### config.mk
export PLATFORM = sky130hd
export DESIGN_NAME = single_mips_instr_encoder
export DESIGN_NICKNAME = d
export VERILOG_FILES = /design/src/rtl/single_mips_instr_encoder.sv
export SDC_FILE = /design/constraint.sdc
export NUM_CORES = 1
export LEC_CHECK = 0
export CORE_MARGIN = 3
export CORE_UTILIZATION = 53
export DETAILED_ROUTE_END_ITERATION = 6
export GPL_TIMING_DRIVEN = 0
export PLACE_DENSITY = 0.78
export SLEW_MARGIN = 0
export SYNTH_ARGS = -nofsm -noshare
export SYNTH_HDL_FRONTEND = slang
export SYNTH_SLANG_ARGS = --single-unit
### constraint.sdc
create_clock -name CLK -period 3 [get_ports CLK]
set_input_delay 0.45 -clock CLK [delete_from_list [all_inputs] [get_ports CLK]]
set_output_delay 0.45 -clock CLK [all_outputs]
set_load 0.02 [all_outputs]
### src/rtl/single_mips_instr_encoder.sv
// Field-level MIPS instruction encoder that streams encoded words
// into instruction memory through a small write FIFO.
module single_mips_instr_encoder #(
    parameter int ADDR_W     = 8,
    parameter int FIFO_DEPTH = 4
) (
    input  logic              CLK,
    input  logic              RST,
    input  logic              START,
    input  logic [ADDR_W-1:0] START_ADDR,
    input  logic              FINISH,
    input  logic              IN_VALID,
    output logic              IN_READY,
    input  logic [2:0]        INSTR_KIND,
    input  logic [4:0]        RS,
    input  logic [4:0]        RT,
    input  logic [4:0]        RD,
    input  logic [5:0]        FUNCT,
    input  logic [15:0]       IMM,
    input  logic [25:0]       TARGET,
    output logic              IMEM_WR_EN,
    input  logic              IMEM_WR_READY,
    output logic [ADDR_W-1:0] IMEM_WR_ADDR,
    output logic [31:0]       IMEM_WR_DATA,
    output logic [ADDR_W:0]   WORD_COUNT,
    output logic              ILLEGAL_ERR,
    output logic              DONE
);

    localparam int PTR_W = $clog2(FIFO_DEPTH);

    typedef enum logic [1:0] {IDLE, RUN, DRAIN} state_t;

    state_t state, state_nxt;

    logic [ADDR_W-1:0] issue_addr;
    logic              exhausted;
    logic [ADDR_W-1:0] fifo_addr [FIFO_DEPTH];
    logic [31:0]       fifo_data [FIFO_DEPTH];
    logic [PTR_W-1:0]  rd_ptr, wr_ptr;
    logic [PTR_W:0]    count;
    logic              full, empty;
    logic              legal, accept, push, pop, last, start_ok;
    logic [31:0]       word;

    assign full     = (count == FIFO_DEPTH[PTR_W:0]);
    assign empty    = (count == '0);
    assign accept   = IN_VALID && IN_READY;
    assign push     = accept && legal;
    assign pop      = IMEM_WR_EN && IMEM_WR_READY;
    assign last     = (issue_addr == '1);
    assign start_ok = (state == IDLE) && START;

    assign IMEM_WR_EN   = !empty;
    assign IMEM_WR_ADDR = empty ? '0 : fifo_addr[rd_ptr];
    assign IMEM_WR_DATA = empty ? '0 : fifo_data[rd_ptr];

    always_comb begin
        legal = 1'b1;
        word  = '0;
        unique case (INSTR_KIND)
            3'd0: word = {6'b000000, RS, RT, RD, 5'b00000, FUNCT};
            3'd1: word = {6'b100011, RS, RT, IMM};
            3'd2: word = {6'b101011, RS, RT, IMM};
            3'd3: word = {6'b000100, RS, RT, IMM};
            3'd4: word = {6'b001000, RS, RT, IMM};
            3'd5: word = {6'b000010, TARGET};
            default: legal = 1'b0;
        endcase
    end

    always_comb begin
        state_nxt = state;
        IN_READY  = 1'b0;
        DONE      = 1'b0;
        unique case (state)
            IDLE: begin
                if (START) state_nxt = RUN;
            end
            RUN: begin
                IN_READY = !full && !exhausted;
                if ((push && last) || FINISH) state_nxt = DRAIN;
            end
            DRAIN: begin
                if (empty) begin
                    DONE      = 1'b1;
                    state_nxt = IDLE;
                end
            end
            default: state_nxt = IDLE;
        endcase
    end

    always_ff @(posedge CLK or negedge RST) begin
        if (!RST) begin
            state       <= IDLE;
            issue_addr  <= '0;
            exhausted   <= 1'b0;
            ILLEGAL_ERR <= 1'b0;
            WORD_COUNT  <= '0;
        end else begin
            state <= state_nxt;
            if (start_ok) begin
                issue_addr  <= START_ADDR;
                exhausted   <= 1'b0;
                ILLEGAL_ERR <= 1'b0;
                WORD_COUNT  <= '0;
            end else begin
                // The last address is never incremented so it cannot wrap.
                if (push && !last) issue_addr <= issue_addr + 1'b1;
                if (push && last) exhausted <= 1'b1;
                if (accept && !legal) ILLEGAL_ERR <= 1'b1;
                if (pop) WORD_COUNT <= WORD_COUNT + 1'b1;
            end
        end
    end

    always_ff @(posedge CLK or negedge RST) begin
        if (!RST) begin
            rd_ptr <= '0;
            wr_ptr <= '0;
            count  <= '0;
        end else begin
            if (push) wr_ptr <= wr_ptr + 1'b1;
            if (pop) rd_ptr <= rd_ptr + 1'b1;
            unique case ({push, pop})
                2'b10:   count <= count + 1'b1;
                2'b01:   count <= count - 1'b1;
                default: count <= count;
            endcase
        end
    end

    always_ff @(posedge CLK) begin
        if (push) begin
            fifo_addr[wr_ptr] <= issue_addr;
            fifo_data[wr_ptr] <= word;
        end
    end

endmodule

# --- Yosys cells after proc, flatten, opt, wreduce, memory -nomap -nowiden ---
# Memory sizes are Yosys's and may differ from the RTL's.
# Index checks and enable logic that the tools add are counted.
# W data, S select, Z words.
op_classes:
  addsub: 6
  eq_ne: 14
  mux: 22
  reduce_logical: 24
ops:
  columns: ["op", "count"]
  rows:
  - ["$pmux W32 S6", 1]
  - ["$mux W32", 1]
  - ["$mux W8", 3]
  - ["$mux W9", 2]
  - ["$mux W1", 10]
  - ["$reduce_bool A2 Y1", 5]
  - ["$add A9 B1 Y9 const B", 1]
  - ["$eq A3 B3 Y1 const B", 3]
  - ["$add A8 B1 Y8 const B", 1]
  - ["$eq A8 B8 Y1 const B", 1]
  - ["$logic_and A1 B1 Y1", 8]
  - ["$eq A3 B2 Y1 const B", 2]
  - ["$logic_not A3 Y1", 2]
  - ["$mux W2", 3]
  - ["$ne A2 B2 Y1 const B", 3]
  - ["$pmux W2 S3", 1]
  - ["$pmux W3 S2", 1]
  - ["$reduce_or A6 Y1", 1]
  - ["$logic_not A1 Y1", 5]
  - ["$add A2 B1 Y2 const B", 2]
  - ["$eq A2 B1 Y1 const B", 2]
  - ["$eq A2 B2 Y1 const B", 2]
  - ["$add A3 B1 Y3 const B", 1]
  - ["$eq A3 B1 Y1 const B", 1]
  - ["other kinds (4)", 4]
totals:
  regBits: 28
  ramBits: 160
  inputBits: 80
  output_inout_bits: 53
  elab_cells: 76
  mem_count: 2
memory_table:
  columns: ["name", "depth", "word_bits", "read_ports", "rd_ports_with_merged_regs", "wr", "line_no", "source"]
  rows:
  - ["fifo_data", 4, 32, 1, 0, 1, "39", "logic [31:0] fifo_data [FIFO_DEPTH];"]
  - ["fifo_addr", 4, 8, 1, 0, 1, "38", "logic [ADDR_W-1:0] fifo_addr [FIFO_DEPTH];"]

# --- Logic depth before layout (Yosys ltp) ---
depth:
  depth_word: 10
  mapped_depth: 11
  depth_no_buf: 9

# --- Worst setup path after synthesis ---
# OpenSTA, ideal clock, no wires.
synth_timing:
  kind: "input-to-reg"
  startpoint: "in INSTR_KIND[1]"
  endpoint: "mem fifo_addr[0][0], enable pin"
  setup_ns: 0.399
  t_arrival_ns: 2.181
  required_ns: 2.601
  path_slack_ns: 0.420
  path_stages: 5
  cell_sequence: "buf_2 a21boi_1 and3_4 clkbuf_1 and2_1"
synth_via:
  elab_chain_len: 6
  word_cells_on_any_way: 11
synth_lines:
  columns: ["element", "line_no", "source"]
  rows:
  - ["start, declared", "14", "input logic [2:0] INSTR_KIND,"]
  - ["$eq A3 B3 Y1, or another cell as far along", "61", "unique case (INSTR_KIND)"]
  - ["$reduce_or A6 Y1 (no source line) (*)", null, null]
  - ["$mux W1 (*)", "61", null]
  - ["$logic_and A1 B1 Y1 (*)", "49", "assign push = accept && legal;"]
  - ["$mux W1 (*)", "135", "if (push) begin"]
  - ["$mux W1 (implied by the code) (*)", "136", "fifo_addr[wr_ptr] <= issue_addr;"]
  - ["end, declared", "38", null]
# Every way passes the cells marked *; elsewhere a longest branch is shown, timed or not.

# --- Final worst setup path ---
layout_timing:
  startpoint: "reg rd_ptr[0]"
  endpoint: "out IMEM_WR_DATA[31]"
layout_via:
  elab_chain_len: 2
layout_lines:
  columns: ["element", "line_no", "source"]
  rows:
  - ["start, declared", "40", "logic [PTR_W-1:0] rd_ptr, wr_ptr;"]
  - ["start signal, assigned", "125", "if (pop) rd_ptr <= rd_ptr + 1'b1;"]
  - ["$mem_v2 Z4 W32", null, null]
  - ["$mux W32", "56", "assign IMEM_WR_DATA = empty ? '0 : fifo_data[rd_ptr];"]
  - ["end, declared", "24", "output logic [31:0] IMEM_WR_DATA,"]
# Every way passes these cells.

==> flow_summary.ini <==
[floorplanning]
core_area_sq_mm = 0.0146
fp.dieW_um = 128
start_util_pct = 54.5
io_pins = 133
die_area_sq_mm = 0.0165
die_y_um = 128
num_rows = 44

[global_routing]
grt_pass1_vias = 5142
antenna_found_initial = 0
grt_usage_pct = 22.3
grt-ovfl-total = 0
grt_first_pass_wirelength_mm = 27.5
grt_max_degree = 29

[routing]
route.antenna.remaining_nets = 0
wirelength_met1_mm = 7.08
avgViaCountPerCell = 5.84
vias = 5015
post_drt_wl_per_cell_um = 20.6
post-route-drc-count = 0
drtPass1Iterations = 5
wl_met2_mm = 8.93
highest_layer = met4
wl_met3_mm = 1.25
drt_iter0_markers = 549
drt_wl_total_mm = 17.7

[clocking]
cts_tree = built
clock-sinks = 180
cts.path.max_buffers = 2
cts_root_buf = clkbuf_16
cts_made_buffers = 17
htree_levels = 4
clkTransAtPathRegs_ns = 0.07
clock_latency_ns = 0.43
hold_buffers = 0

[timing]
setup_viol = 0
worst_clock_skew_ns = 0.00871
slew_headroom_pct = 42.2
fin_hold_ws_ns = 0.0387
hold_viol_final = 0
fin_crit_sh_pct = 98.5
tightest_slew_ns = 0.856
fmaxAchievable_mhz = 339
period_needed_ns = 2.95
setup_slack_ns = 0.0462
drv_slew = 0

[logic_synthesis]
synth-seq-area-share_pct = 66.2
synth_compound_area_share_pct = 6.42
synth_async_sr_flop_share_pct = 15.6
synth_top_area_cell = edfxtp_1
syn_inst = 510
synth-simple-area-share_pct = 8.50
yosys_most_used_dff = edfxtp_1
synth_edf_count = 152
synth_top_area_share_pct = 57.4
synth_top_family_by_area = multiplexers
synthAdderAreaFrac_pct = 1.35
yosysMostFrequentCell = edfxtp_1
synth_common_cells = edfxtp_1, and2_1, mux4_2
yosysWarnings = 0
synth.avg_cell_area_sq_um = 15.6
synthDistinctLibCells = 48
synth-seq-cells = 180
muxShareOfSynthArea_pct = 13.2
synth_area_leaders = edfxtp_1, mux4_2, dfrtp_1, and2_1, a22oi_1
syn_area_sq_mm = 0.00795
yosys.area_share.xor_xnor_pct = 1.54
synth_nets = 598

[placement]
portBuffers = 130
dp_slack_ns = 0.116
hpwl_mm = 12.1
place_congestion = 0.846
place_area_sq_mm = 0.00957

[final_layout]
fillers = 950
finalNetCount = 750
area_growth_pct = 27.7
multi_input_area_sq_mm = 0.00248
seq_area_sq_mm = 0.00527
antenna_cells = 0
finalInstanceArea_sq_mm = 0.0102
drive_above_1_share_pct = 16.6

[setup_path]
crit_arrival_ns = 2.50
rrSetupSlack_ns = 0.57
reg2reg_to = count[2]
timing.rr.start = count[0]
path_max_fanout = 10
critPathRequiredTime_ns = 2.55
start_kind = flop
critPathKind = reg2out
cp-end-kind = output port
r2r_cells = 8

[power_and_ir_drop]
max-vdd-ir-drop_mv = 0.495
total_power_mw = 8.91
cellLeakagePower_nw = 3.55
p_per_area_mw_per_mm2 = 878

[job]
cap_violations = 0

[worst_hold_path]
min_path_type = in2async

[status]
status = finished, final reports clean
==> area by class of cell <==
type | count | share of cell area, %
multi-input cells | 278 | 24.4
clock inverters | 15 | 1.31
plain buffers | 30 | 1.66
well taps | 184 | 2.27
repair buffers | 134 | 13.6
flip-flops and latches | 180 | 51.8
clock buffers | 17 | 4.19
inverters | 21 | 0.776
==> power by group <==
group	switching, mW	internal [mW]	total [mW]
sequential	0.262	3.09	3.35
combinational	1.72	1.77	3.49
clock	0.925	1.15	2.07
total	2.91	6.00	8.91
==> worst max-delay path, cell delays in order (launching register included) <==
cell,delay [ns]
dfrtp_1,0.52
buf_6,0.23
mux4_2,0.50
and2_1,0.18
buf_4,0.12
clkdlybuf4s50_1,0.52
==> cell families after synthesis <==
kind of cell,count (synthesis)
AOI/OAI and AO/OA,76
adders and majority gates,8
buffers and inverters,52
xor gates and xnor gates,14
DFF,180
and+or+nand+nor,123
other,1
muxes,56
==> registers in the layout (all words and copies together) (netlist names) <==
name and count:
WORD_COUNT 9, exhausted 1, wr_ptr 2, rd_ptr 2
state 2, ILLEGAL_ERR 1, issue_addr 8, fifo_data 120
fifo_addr 32, count 3
==> worst max-delay path by stage <==
stage	start	endpoint	slack, ns	cells after the start
floorplan	INSTR_KIND[1]	fifo_addr[0][0]	0.42	5
CTS	rd_ptr[0]	IMEM_WR_DATA[1]	-0.11	5
global route	rd_ptr[0]	IMEM_WR_DATA[31]	-0.06	5
finish	rd_ptr[0]	IMEM_WR_DATA[31]	0.05	5
detailed placement	INSTR_KIND[2]	fifo_data[0][2]	0.12	6
global placement	INSTR_KIND[2]	fifo_data[0][2]	-0.89	5
==> layer usage <==
metal	vias up	global-route usage, %
met3	34	4.40
met4	0	9.30
met1	2491	29.6
met2	213	36.5
li1	2277	-
met5	-	0
==> per-stage QoR <==
stage          cells  utilization [%]  setup TNS [ns]
6_report         859             69.6               0
3_5_place_dp     828             65.6               0
4_1_cts          860             69.5           -2.17
2_1_floorplan    510                -               0
3_3_place_gp     824             65.0         -132.13
5_1_grt          859             69.6         -0.0578
==> repair_timing <==
action	CTS	global route
gates resized for setup	5	15
endpoints found under the hold margin	0	0
buffers inserted	0	0
endpoints found under the setup margin	39	31
==> layout by cell type (no fill, tap or decap), types with 3 or more instances in the layout <==
master           instances
nand4_1                  5
mux2_2                  11
o21ai_0                 14
xor2_1                   5
edfxtp_1               152
clkbuf_2                 3
buf_2                    4
nand2_1                 26
a21oi_1                  5
a22oi_1                 21
or4_1                    4
clkbuf_1                15
buf_4                    3
and2_1                  41
a31oi_1                  4
clkdlybuf4s50_1        129
clkinv_4                 5
clkbuf_16               17
inv_1                   20
nand3_1                  5
buf_6                    4
ha_1                     7
inv_6                    3
clkinv_2                 5
mux2i_1                  7
buf_12                   4
o22ai_1                 15
nor2_1                  19
dfrtp_1                 28
o31ai_1                  5
mux4_2                  38
xnor2_1                  9
and2_2                   4
(Power assumes the default switching activity.)
==> variant 1, RTL diff (config.mk and constraints unchanged) <==
Make the reset (`RST`) synchronous in 2 clocked blocks.
--- a/src/rtl/single_mips_instr_encoder.sv
+++ b/src/rtl/single_mips_instr_encoder.sv
@@ -92,5 +92,5 @@
     end
 
-    always_ff @(posedge CLK or negedge RST) begin
+    always_ff @(posedge CLK) begin
         if (!RST) begin
             state       <= IDLE;
@@ -116,5 +116,5 @@
     end
 
-    always_ff @(posedge CLK or negedge RST) begin
+    always_ff @(posedge CLK) begin
         if (!RST) begin
             rd_ptr <= '0;
Check against the original RTL: differs if RST is asserted again (counterexample within 4 cycles, from zero or initial values and one cycle with RST low); with RST held inactive, the same outputs for 4 cycles.
==> variant 1 against the unedited design <==
Area after synthesis fell by 0.52%; sequential cell count rose by 2; setup slack improved by 0.071 ns; critical path type unchanged; first-iteration DRC count fell by 29%; worst hold slack improved by 0.38 ns; final area rose by 0.15%; sequential share of layout area fell by 1.1 points; routed wire length rose by 0.84%.
Power is not compared: it rests on default switching activity, and its combinational part moved more than twofold at a synthesized area within 25%.
==> variant 1: results (changes against the unedited design) <==
Clock Skew=0.00609 ns (-0.00262 ns); Reg2Reg Setup Slack=around 0.56 ns; Synth Flop Type=edfxtp_1; port buffer count=129 (-0.77%); initial antenna violation count=0 (unchanged); drt first pass iters=5 (unchanged); Hold Crit Class=in -> reg; Rel. slew slack=0.442 (+0.0202); placer's final routability congestion estimate=0.848 (+0.24%); ANT cells=0 (unchanged); routed via count=4,982 (-0.66%); sequential share of the synthesized area=0.653 (-0.00920); layout cells sized above 1=0.153 (-0.0130); Post-synth EDFFs=152 (unchanged); critical path data arrival time=2.43 ns (-0.07 ns); fill count=973 (+2.4%); total leakage power=0.00339 uW; VDD IR max=409 uV; first-pass GRT wire length=28,500 um (+3.5%); H-tree depth=4 (unchanged); syn nets=616 (+3.0%); setup bufs post-CTS=0 (unchanged); worst-case clock buffer depth=2 (unchanged); Avg WL per Cell=20.4 um (-1.2%); ranking of synthesized cells by area=edfxtp_1 (58%), mux4_2 (11%), dfxtp_1 (7.6%); Crit Path Max Fanout=10 (unchanged); Slew Limit Fails=0 (unchanged); worst skew pair latency=0.43 ns (about the same); Max Cap Viol=0 (unchanged); CTS buffer count=17 (unchanged); Syn. warnings=0 (unchanged); most frequent cells after synthesis=edfxtp_1 (152), and2_1 (43), mux4_2 (38); Worst-path clk slew=~0.06 ns; Async SR Flop Fraction=0 (-0.156); Mean Syn Cell Area=15.0 um^2 (-3.9%); DRT iter0 DRCs=389 (-29%); gr usage total=0.231 (+0.00822); status=complete, no violations; Final #Nets=768 (+2.4%); Total Wirelength=17,900 um (+0.84%); Largest regs=fifo_data (120), fifo_addr (32), WORD_COUNT (9); dpl hpwl=12,100 um (+0.28%); Yosys cell types=42 (-13%); vias in the first global route=5,317 (+3.4%); clock root buffer master=clkbuf_16; pin count of the biggest net entering global routing=29 (unchanged); Inst Count DP=845 (+2.1%)
## variant 1: worst max-delay path: stages (launching register included)
cell and delay (ns):
dfxtp_1 0.34, buf_6 0.20, buf_6 0.21, mux4_2 0.51
and2_1 0.19, clkdlybuf4s50_1 0.54
## variant 1: area by class of cell
cell class,count,area [um^2],share of cell area
repair buffers,133,1370,0.135
inverters,20,75.1,0.00738
clock buffers,19,443,0.0435
multi-input cells,293,2530,0.249
plain buffers,33,173,0.0170
well taps,184,230,0.0226
clock inverters,13,181,0.0178
flip-flops and latches,182,5160,0.508
## variant 1: layer usage
layer / global-route usage / wire length, um
met5: 0 / 0
met4: 0.0893 / 341
met2: 0.374 / 8840
met3: 0.0571 / 1200
met1: 0.304 / 7480
## variant 1: cells by family after synthesis
logic type               after synthesis  synth area share
XOR/XNOR                              17            0.0188
adder cells (fa/ha/maj)                8            0.0136
other                                  1          0.000474
AND/OR/NAND/NOR                      131            0.0860
AO/OA/AOI/OAI                         76            0.0631
flip-flops                           182             0.653
multiplexers                          60             0.138
buffers and inverters                 53            0.0272
## variant 1: metrics by stage
stage | instance area, um^2 | worst slack [ns] | hold WS [ns]
2_1_floorplan | 7910 | 0.394 | 0.445
3_3_place_gp | 9430 | -0.901 | 0.456
3_5_place_dp | 9520 | -0.163 | 0.465
4_1_cts | 10200 | 0.00944 | 0.405
5_1_grt | 10200 | 0.0126 | 0.448
6_report | 10200 | 0.117 | 0.419
## variant 1: power by group
part | switching, uW | total [uW] | leakage [uW] | internal (uW)
clock network | 915 | 2330 | 0.000293 | 1410
logic | 642 | 1280 | 0.00147 | 636
registers | 48.0 | 2860 | 0.00163 | 2810
## variant 1: repair_timing
| item | in CTS | in global routing |
|---|---|---|
| resized for setup | 12 | 3 |
| cloned | 0 | 0 |
| hold buffers | 0 | 0 |
| endpoints found under the setup margin | 21 | 12 |
## variant 1: path summary, 6_finish.rpt
check / startpoint / end / cells past startpoint
setup / recovery: register / IMEM_WR_DATA[14] / 5
hold / removal: RST / issue_addr[1]$_SDFFE_PN0P_ / 3
setup reg to reg: count[2]$_SDFFE_PN0P_ / count[2]$_SDFFE_PN0P_ / 9
hold reg to reg: ILLEGAL_ERR$_SDFFE_PP0P_ / ILLEGAL_ERR$_SDFFE_PP0P_ / 2
==> variant 2, RTL diff (same flow settings) <==
Without the edit above. Set the parameter `FIFO_DEPTH` to 8 (it was 4).
--- a/src/rtl/single_mips_instr_encoder.sv
+++ b/src/rtl/single_mips_instr_encoder.sv
@@ -3,5 +3,5 @@
 module single_mips_instr_encoder #(
     parameter int ADDR_W     = 8,
-    parameter int FIFO_DEPTH = 4
+    parameter int FIFO_DEPTH = 8
 ) (
     input  logic              CLK,
Behaviour: not the same (Yosys sat finds a counterexample within 10 cycles, from zero or initial values and one cycle with RST low).
==> variant 2 against the unedited design <==
Non-clock buffer count up 54; final area up 73%; clock power up 96%; area after synthesis up 77%; setup slack better by 0.0024 ns; sequential cell count up 155; power up 74%; routed wire length up 85%; largest power group is now sequential cells; critical path depth up 2.
==> variant 2: results (changes against the unedited design) <==
status=complete, no violations; port buffer count=130 (unchanged); Post-synth EDFFs=304 (+100%); clock root buffer master=clkbuf_16; Clock Skew=0.00643 ns (-0.00228 ns); first-pass GRT wire length=49,800 um (+81%); FMAX=339 MHz (about the same); ANT cells=0 (unchanged); Placement Cell Area=16,200 um^2 (+70%); routed via count=8,189 (+63%); critical path data arrival time=2.50 ns (about the same); Async SR Flop Fraction=0.0925 (-0.0630); Reg-to-Reg Start=count[2]$_DFFE_PN0P_; layout cells sized above 1=0.238 (+0.0718); Hold Crit Class=in -> async; fill count=1,640 (+73%); placer's final routability congestion estimate=0.802 (-5.1%); Yosys cell types=59 (+23%); pin count of the biggest net entering global routing=32 (+10%); H-tree depth=2 (-2); DRT iter0 DRCs=792 (+44%); sequential share of the synthesized area=0.705 (+0.0427); most frequent cells after synthesis=edfxtp_1 (304), mux4_2 (76), nor2_1 (58); dpl hpwl=21,100 um (+74%); Rel. slew slack=0.350 (-0.0718); r2r worst-path depth=13 (+5); syn nets=880 (+47%); drt first pass iters=6 (+1); Crit Path Max Fanout=10 (unchanged); gr usage total=0.231 (+0.00803); Reg2Reg Setup Slack=0.11 ns (-0.46 ns); Slew Limit Fails=0 (unchanged); ranking of synthesized cells by area=edfxtp_1 (65%), mux4_2 (12%), dfrtp_1 (5.5%); CTS buffer count=35 (+18); initial antenna violation count=0 (unchanged); worst reg2reg path endpoint=count[2]$_DFFE_PN0P_; VDD IR max=520 uV (+5.0%); worst skew pair latency=0.50 ns (+0.07 ns); Final #Nets=1,084 (+45%); Worst-path clk slew=about 0.060 ns; worst-case clock buffer depth=3 (+1); Avg WL per Cell=24.3 um (+18%); vias in the first global route=8,371 (+63%); dpl ws=-0.764 ns (-0.880 ns); Largest regs=fifo_data (240), fifo_addr (64), WORD_COUNT (9); Syn. warnings=0 (unchanged); total leakage power=0.00609 uW (+71%)
## variant 2: logic make-up (layout without fill, tap and decap cells)
group / after synthesis / in the layout / share of synthesized area
buf+inv: 67 / 296 / 0.0224
fa+ha+maj: 7 / 7 / 0.00623
other cells: 1 / 1 / 0.000267
xor+xnor: 17 / 17 / 0.0106
simple gates: 160 / 160 / 0.0571
flops: 335 / 335 / 0.705
compound gates: 85 / 85 / 0.0446
mux: 121 / 121 / 0.154
## variant 2: per-stage QoR
step,hold slack [ns],utilization,std cells,power [uW]
floorplan,0.154,-,793,9420
global placement,0.476,0.618,1253,11400
detailed placement,0.483,0.633,1276,11600
CTS,0.0276,0.683,1343,15500
global route,0.0528,0.686,1352,16200
finish,0.0219,0.686,1352,15500
## variant 2: critical path, stage by stage, from the launching register on
cell	delay [ns]
dfrtp_1	0.41
buf_6	0.16
buf_12	0.17
buf_12	0.17
mux4_2	0.51
mux2i_2	0.19
nor2_1	0.06
dlygate4sd2_1	0.32
## variant 2: how the worst max path moves through the flow
stage,startpoint,endpoint,cells after the start
2_1_floorplan,INSTR_KIND[1],fifo_addr[3][0]$_DFFE_PP_,6
6_report,rd_ptr[0]$_DFFE_PN0P_,IMEM_WR_DATA[20],7
3_5_place_dp,INSTR_KIND[2],fifo_data[5][13]$_DFFE_PP_,9
5_1_grt,count[2]$_DFFE_PN0P_,count[2]$_DFFE_PN0P_,13
3_3_place_gp,INSTR_KIND[2],fifo_data[3][13]$_DFFE_PP_,6
4_1_cts,rd_ptr[0]$_DFFE_PN0P_,IMEM_WR_DATA[2],7
## variant 2: routing by layer
metal	up-vias	track usage	wire length [um]
li1	3582	-	-
met4	0	0.0626	676
met3	52	0.0383	2220
met1	4209	0.324	13400
met2	346	0.383	16600
met5	-	0	0
## variant 2: timing repair
action / CTS / global route
gates resized for setup: 98 / 36
pin swaps: 5 / 2
buffers inserted: 6 / 9
gates cloned: 0 / 0
endpoints found under the setup margin: 160 / 59
## variant 2: layout make-up
type | count | area, um^2 | area share
multi-input combinational | 391 | 4030 | 0.229
timing repair buffer | 168 | 1700 | 0.0969
clock inverter | 17 | 90.1 | 0.00512
buffer | 50 | 375 | 0.0214
tap | 330 | 413 | 0.0235
inverter | 16 | 65.1 | 0.00370
sequential | 335 | 9910 | 0.563
clock buffer | 45 | 997 | 0.0567
## variant 2: where the power goes
part           internal [uW]  switching, uW  total [uW]
sequential              5600            387        5990
combinational           2500           2940        5450
clock                   2350           1700        4060
total                  10500           5030       15500
